$ cat config.mk
export PLATFORM = sky130hd
export DESIGN_NAME = pipe_stage_skid
export DESIGN_NICKNAME = d
export VERILOG_FILES = /design/src/rtl/pipe_stage_skid.sv
export SDC_FILE = /design/constraint.sdc
export NUM_CORES = 1
export LEC_CHECK = 0
export CORE_UTILIZATION = 54
export DETAILED_ROUTE_END_ITERATION = 16
export PLACE_DENSITY_LB_ADDON = 0.25
export SLEW_MARGIN = 20
export SYNTH_ARGS = -nofsm -noshare
export SYNTH_HDL_FRONTEND = slang
export SYNTH_SLANG_ARGS = --single-unit
$ cat constraint.sdc
create_clock -name clk -period 3.12 [get_ports clk]
set_input_delay 0.312 -clock clk [delete_from_list [all_inputs] [get_ports clk]]
set_output_delay 0.312 -clock clk [all_outputs]
set_load 0.005 [all_outputs]
$ cat src/rtl/pipe_stage_skid.sv
// rtl/pipe_stage_skid.sv - pipeline stage: single register (SKID=0) or two-entry skid buffer (SKID=1)
// Control field is cleared on flush and gated to zero whenever the head is not valid.
module pipe_stage_skid #(
  parameter int DATA_W = 108,
  parameter int CTRL_W = 7,
  parameter int SKID   = 1
) (
  input  logic              clk,
  input  logic              rst,
  input  logic              flush,
  input  logic              in_valid,
  output logic              in_ready,
  input  logic [DATA_W-1:0] in_data,
  input  logic [CTRL_W-1:0] in_ctrl,
  output logic              out_valid,
  input  logic              out_ready,
  output logic [DATA_W-1:0] out_data,
  output logic [CTRL_W-1:0] out_ctrl,
  output logic [1:0]        occupancy
);

  typedef enum logic [1:0] {
    EMPTY = 2'd0,
    ONE   = 2'd1,
    FULL  = 2'd2
  } state_t;

  state_t              state, state_nxt;
  logic                accept, pop;
  logic                load_head_in, load_head_skid, load_skid;
  logic [DATA_W-1:0]   head_data, skid_data;
  logic [CTRL_W-1:0]   head_ctrl, skid_ctrl;

  assign out_valid = (state != EMPTY);

  // SKID=1 keeps out_ready off the in_ready path: in_ready decodes registered state only.
  if (SKID == 0) begin : g_reg
    assign in_ready = !out_valid || out_ready;
  end else begin : g_skid
    assign in_ready = (state != FULL);
  end

  assign accept = in_valid && in_ready && !flush;
  assign pop    = out_valid && out_ready && !flush;

  always_comb begin
    state_nxt      = state;
    load_head_in   = 1'b0;
    load_head_skid = 1'b0;
    load_skid      = 1'b0;
    if (flush) begin
      state_nxt = EMPTY;
    end else begin
      case (state)
        EMPTY: begin
          if (accept) begin
            state_nxt    = ONE;
            load_head_in = 1'b1;
          end
        end
        ONE: begin
          if (accept && !pop) begin
            state_nxt = FULL;
            load_skid = 1'b1;
          end else if (accept && pop) begin
            state_nxt    = ONE;
            load_head_in = 1'b1;
          end else if (pop) begin
            state_nxt = EMPTY;
          end
        end
        FULL: begin
          if (pop) begin
            state_nxt      = ONE;
            load_head_skid = 1'b1;
          end
        end
        default: state_nxt = EMPTY;
      endcase
    end
  end

  always_ff @(posedge clk) begin
    if (rst) begin
      state     <= EMPTY;
      head_data <= '0;
      head_ctrl <= '0;
      skid_data <= '0;
      skid_ctrl <= '0;
    end else begin
      state <= state_nxt;
      if (flush) begin
        head_ctrl <= '0;
        skid_ctrl <= '0;
      end else begin
        if (load_head_in) begin
          head_data <= in_data;
          head_ctrl <= in_ctrl;
        end else if (load_head_skid) begin
          head_data <= skid_data;
          head_ctrl <= skid_ctrl;
        end
        if (load_skid) begin
          skid_data <= in_data;
          skid_ctrl <= in_ctrl;
        end
      end
    end
  end

  assign out_data  = head_data;
  assign out_ctrl  = out_valid ? head_ctrl : '0;
  assign occupancy = (state == FULL) ? 2'd2 : ((state == ONE) ? 2'd1 : 2'd0);

endmodule
==> results.md <==
* Met3 Routed Length at 1.93 mm
* Rel. slew slack at 0.515
* Die height at 140 microns
* R2r setup slk at 1.01 ns
* Final Wtd Congestion at 0.769
* Largest net degree at the start of global routing at 137
* All-Layer GR Usage at 0.276
* Die width at 140 microns
* Top-level I/O count at 239
* Antenna viol nets, final at 0
* Crit-path max FO at 9
* Post-synth EDFFs at 0
* Top FF cell, synth: dfxtp_1
* Final Non-Filler Cells at 1482
* # hold bufs at CTS at 0
* Cell Area, Synth at 0.0102 sq mm
* Synth area leaders: dfxtp_1 (45%), o211ai_2 (12%), a21oi_1 (11%)
* CP Capture Type: primary output
* Seq/Total Area, Yosys at 0.455
* Cell Pwr Density at 486 mW/mm^2
* Wire per inst at 19.0 microns
* Clk sink count at 232
* Clock Latency Late Sink at 0.50 ns
* DR pass1 iterations at 5
* Result of the run: completed
* DR iter-0 viols at 880
* Number of inserted diodes at 0
* Post-synthesis cell type count at 27
* DRC Markers at 0
* CP Launch Point: state[1]
* Synth async-reset ratio at 0
* Fillers at 1369
* Dpl cells at 1443
* Nets at 1360
* Reg clk slew, reported paths at 0.06 ns
* Worst r2r src: state[1]
* Reg2reg path depth at 4
* Die Area at 0.0195 sq mm
* Synth Net Count at 1223
* Top layer reached by signal wires: met4
* CP Data Required Time at 2.81 ns
* Buffers on Ports at 238
* Leakage at 0.00399 uW
* Vias at 9521
* Final global-route overflow total at 0
* Fin crit share at 0.801
* Post-synth top area cell: dfxtp_1
* R2r endpoint: out_data[100]
* First-pass GRT wire length at 44.8 mm
* Final Max Slew Viols at 0
* Mapped Avg Cell Area at 9.26 sq um
* DP HPWL at 16.4 mm
* Num CTS Buffers at 24
* Worst-Margin Slew at 0.725 ns
* Max Clk Rate at 400 MHz
* Clock Skew at 0.0102 ns
* Peak VDD IR at 0.393 mV
* Minimum clock period at 2.50 ns
* # rows at 49
* Most frequent cells after synthesis: a21oi_1 (232), dfxtp_1 (232), a32oi_1 (115), nand3_1 (115), o21ai_0 (110)
* Initial cell density of the core at 0.559
* Worst setup path endpoint: out_ctrl[0]
* Max-cap violations at 0
* Hold Path Class: in -> reg
* Yosys warns at 0
* Area growth syn-to-layout at 30.8%
* Vias in the first global route at 8535
* Core footprint at 0.0183 sq mm
* Total Wirelength at 28.2 mm
* #FFs+latches synth at 232
* Initial antenna violation count at 0
* RSZ-0062 raised after global routing: no
* Setup Fix Bufs, Post-CTS at 0
* WS Path Type: reg -> out
* Crit path launch type: flip-flop
* Share of post-route cells with drive strength above 1 at 0.129
* Synth top area share at 0.455
* Via-to-Cell Ratio at 6.42
* H-tree Lvls at 1
* Wl on met1 at 12.2 mm
* Post-cts sizing count at 0
* Maximum clock path buffer count at 3
* Setup-failing EPs final at 0
* Setup TNS Final at 0 ns
* WP data arrival at 2.19 ns
* Gate Count Post-Synth at 1103
* WL met2 at 13.4 mm
* Hold Fails Final Rpt at 0
* CTS tree: built
* Root Driver: clkbuf_16
final cells by class:
class | instances | area (sq um) | area share
Clock inverter | 1 | 5.00 | 0.000375
Clock buffer | 38 | 714 | 0.0535
Timing Repair Buffer | 265 | 2840 | 0.212
Tap cell | 229 | 287 | 0.0214
Sequential cell | 232 | 4640 | 0.348
Inverter | 2 | 7.51 | 0.000562
Multi-Input combinational cell | 715 | 4870 | 0.364
worst min-delay path by stage:
| stage | end | slack, ns | cells past startpoint | from |
|---|---|---|---|---|
| 2_1_floorplan | state[1] | 0.39 | 1 | flush |
| 3_3_place_gp | skid_data[2] | 0.46 | 2 | skid_data[2] |
| 3_5_place_dp | skid_data[83] | 0.47 | 2 | skid_data[83] |
| 4_1_cts | out_data[18] | 0.32 | 2 | rst |
| 5_1_grt | skid_data[2] | 0.35 | 2 | rst |
| 6_report | out_data[2] | 0.33 | 2 | rst |
report_power, final:
part | internal, uW | switching (uW) | leakage (uW)
Sequential | 3040 | 55.4 | 0.00188
Combinational | 383 | 366 | 0.00175
Clock | 1550 | 1090 | 0.000351
Total | 4980 | 1520 | 0.00399
cell usage in the layout, fill, tap and decap left out, drive strengths merged:
cell type / instances
and4bb: 1
inv: 2
nand2b: 2
nor3b: 1
buf: 28
or3b: 2
o211ai: 115
nand2: 1
mux2i: 1
a32oi: 115
o21ai: 115
or2: 1
clkbuf: 38
nor4: 1
nor2b: 9
clkinv: 1
a21oi: 232
nand4bb: 1
clkdlybuf4s50: 237
o21ba: 1
nand3: 115
dfxtp: 232
nor2: 2
sequential cells by signal, summed over array words and instances, names as in the netlist:
name	flops
skid_ctrl	7
state	2
skid_data	108
out_data	108
head_ctrl	7
layer usage:
| metal | global-route usage | vias up |
|---|---|---|
| met5 | 0 | - |
| met4 | 0.0792 | 0 |
| met3 | 0.0437 | 43 |
| met2 | 0.447 | 383 |
| met1 | 0.381 | 4556 |
| li1 | - | 4539 |
cells by family (layout without fill, tap and decap cells):
family | Yosys count | after routing | share of synthesized area
AOI/OAI and AO/OA | 578 | 578 | 0.401
DFF | 232 | 232 | 0.455
buffers and inverters | 156 | 306 | 0.0729
and+or+nand+nor | 136 | 136 | 0.0709
muxes | 1 | 1 | 0.000980
stage by stage:
| step | worst slack (ns) | hold WS, ns | total power (uW) | area, sq um | utilization |
|---|---|---|---|---|---|
| after detailed placement | 0.768 | 0.466 | 3900 | 12600 | 0.692 |
| after CTS | 0.596 | 0.317 | 6540 | 13400 | 0.731 |
| after floorplan | 1.52 | 0.390 | 3510 | 10200 | - |
| after global routing | 0.525 | 0.346 | 6730 | 13400 | 0.731 |
| final | 0.620 | 0.333 | 6500 | 13400 | 0.731 |
| after global placement | 0.818 | 0.459 | 3890 | 12600 | 0.692 |
worst max-delay path, cell delays in order, from the launching register on:
cell and delay [ns]:
dfxtp_1 0.43, nor2_1 0.62, nor2b_1 0.11, clkdlybuf4s50_1 0.51
Power figures use the tool's default switching activity.
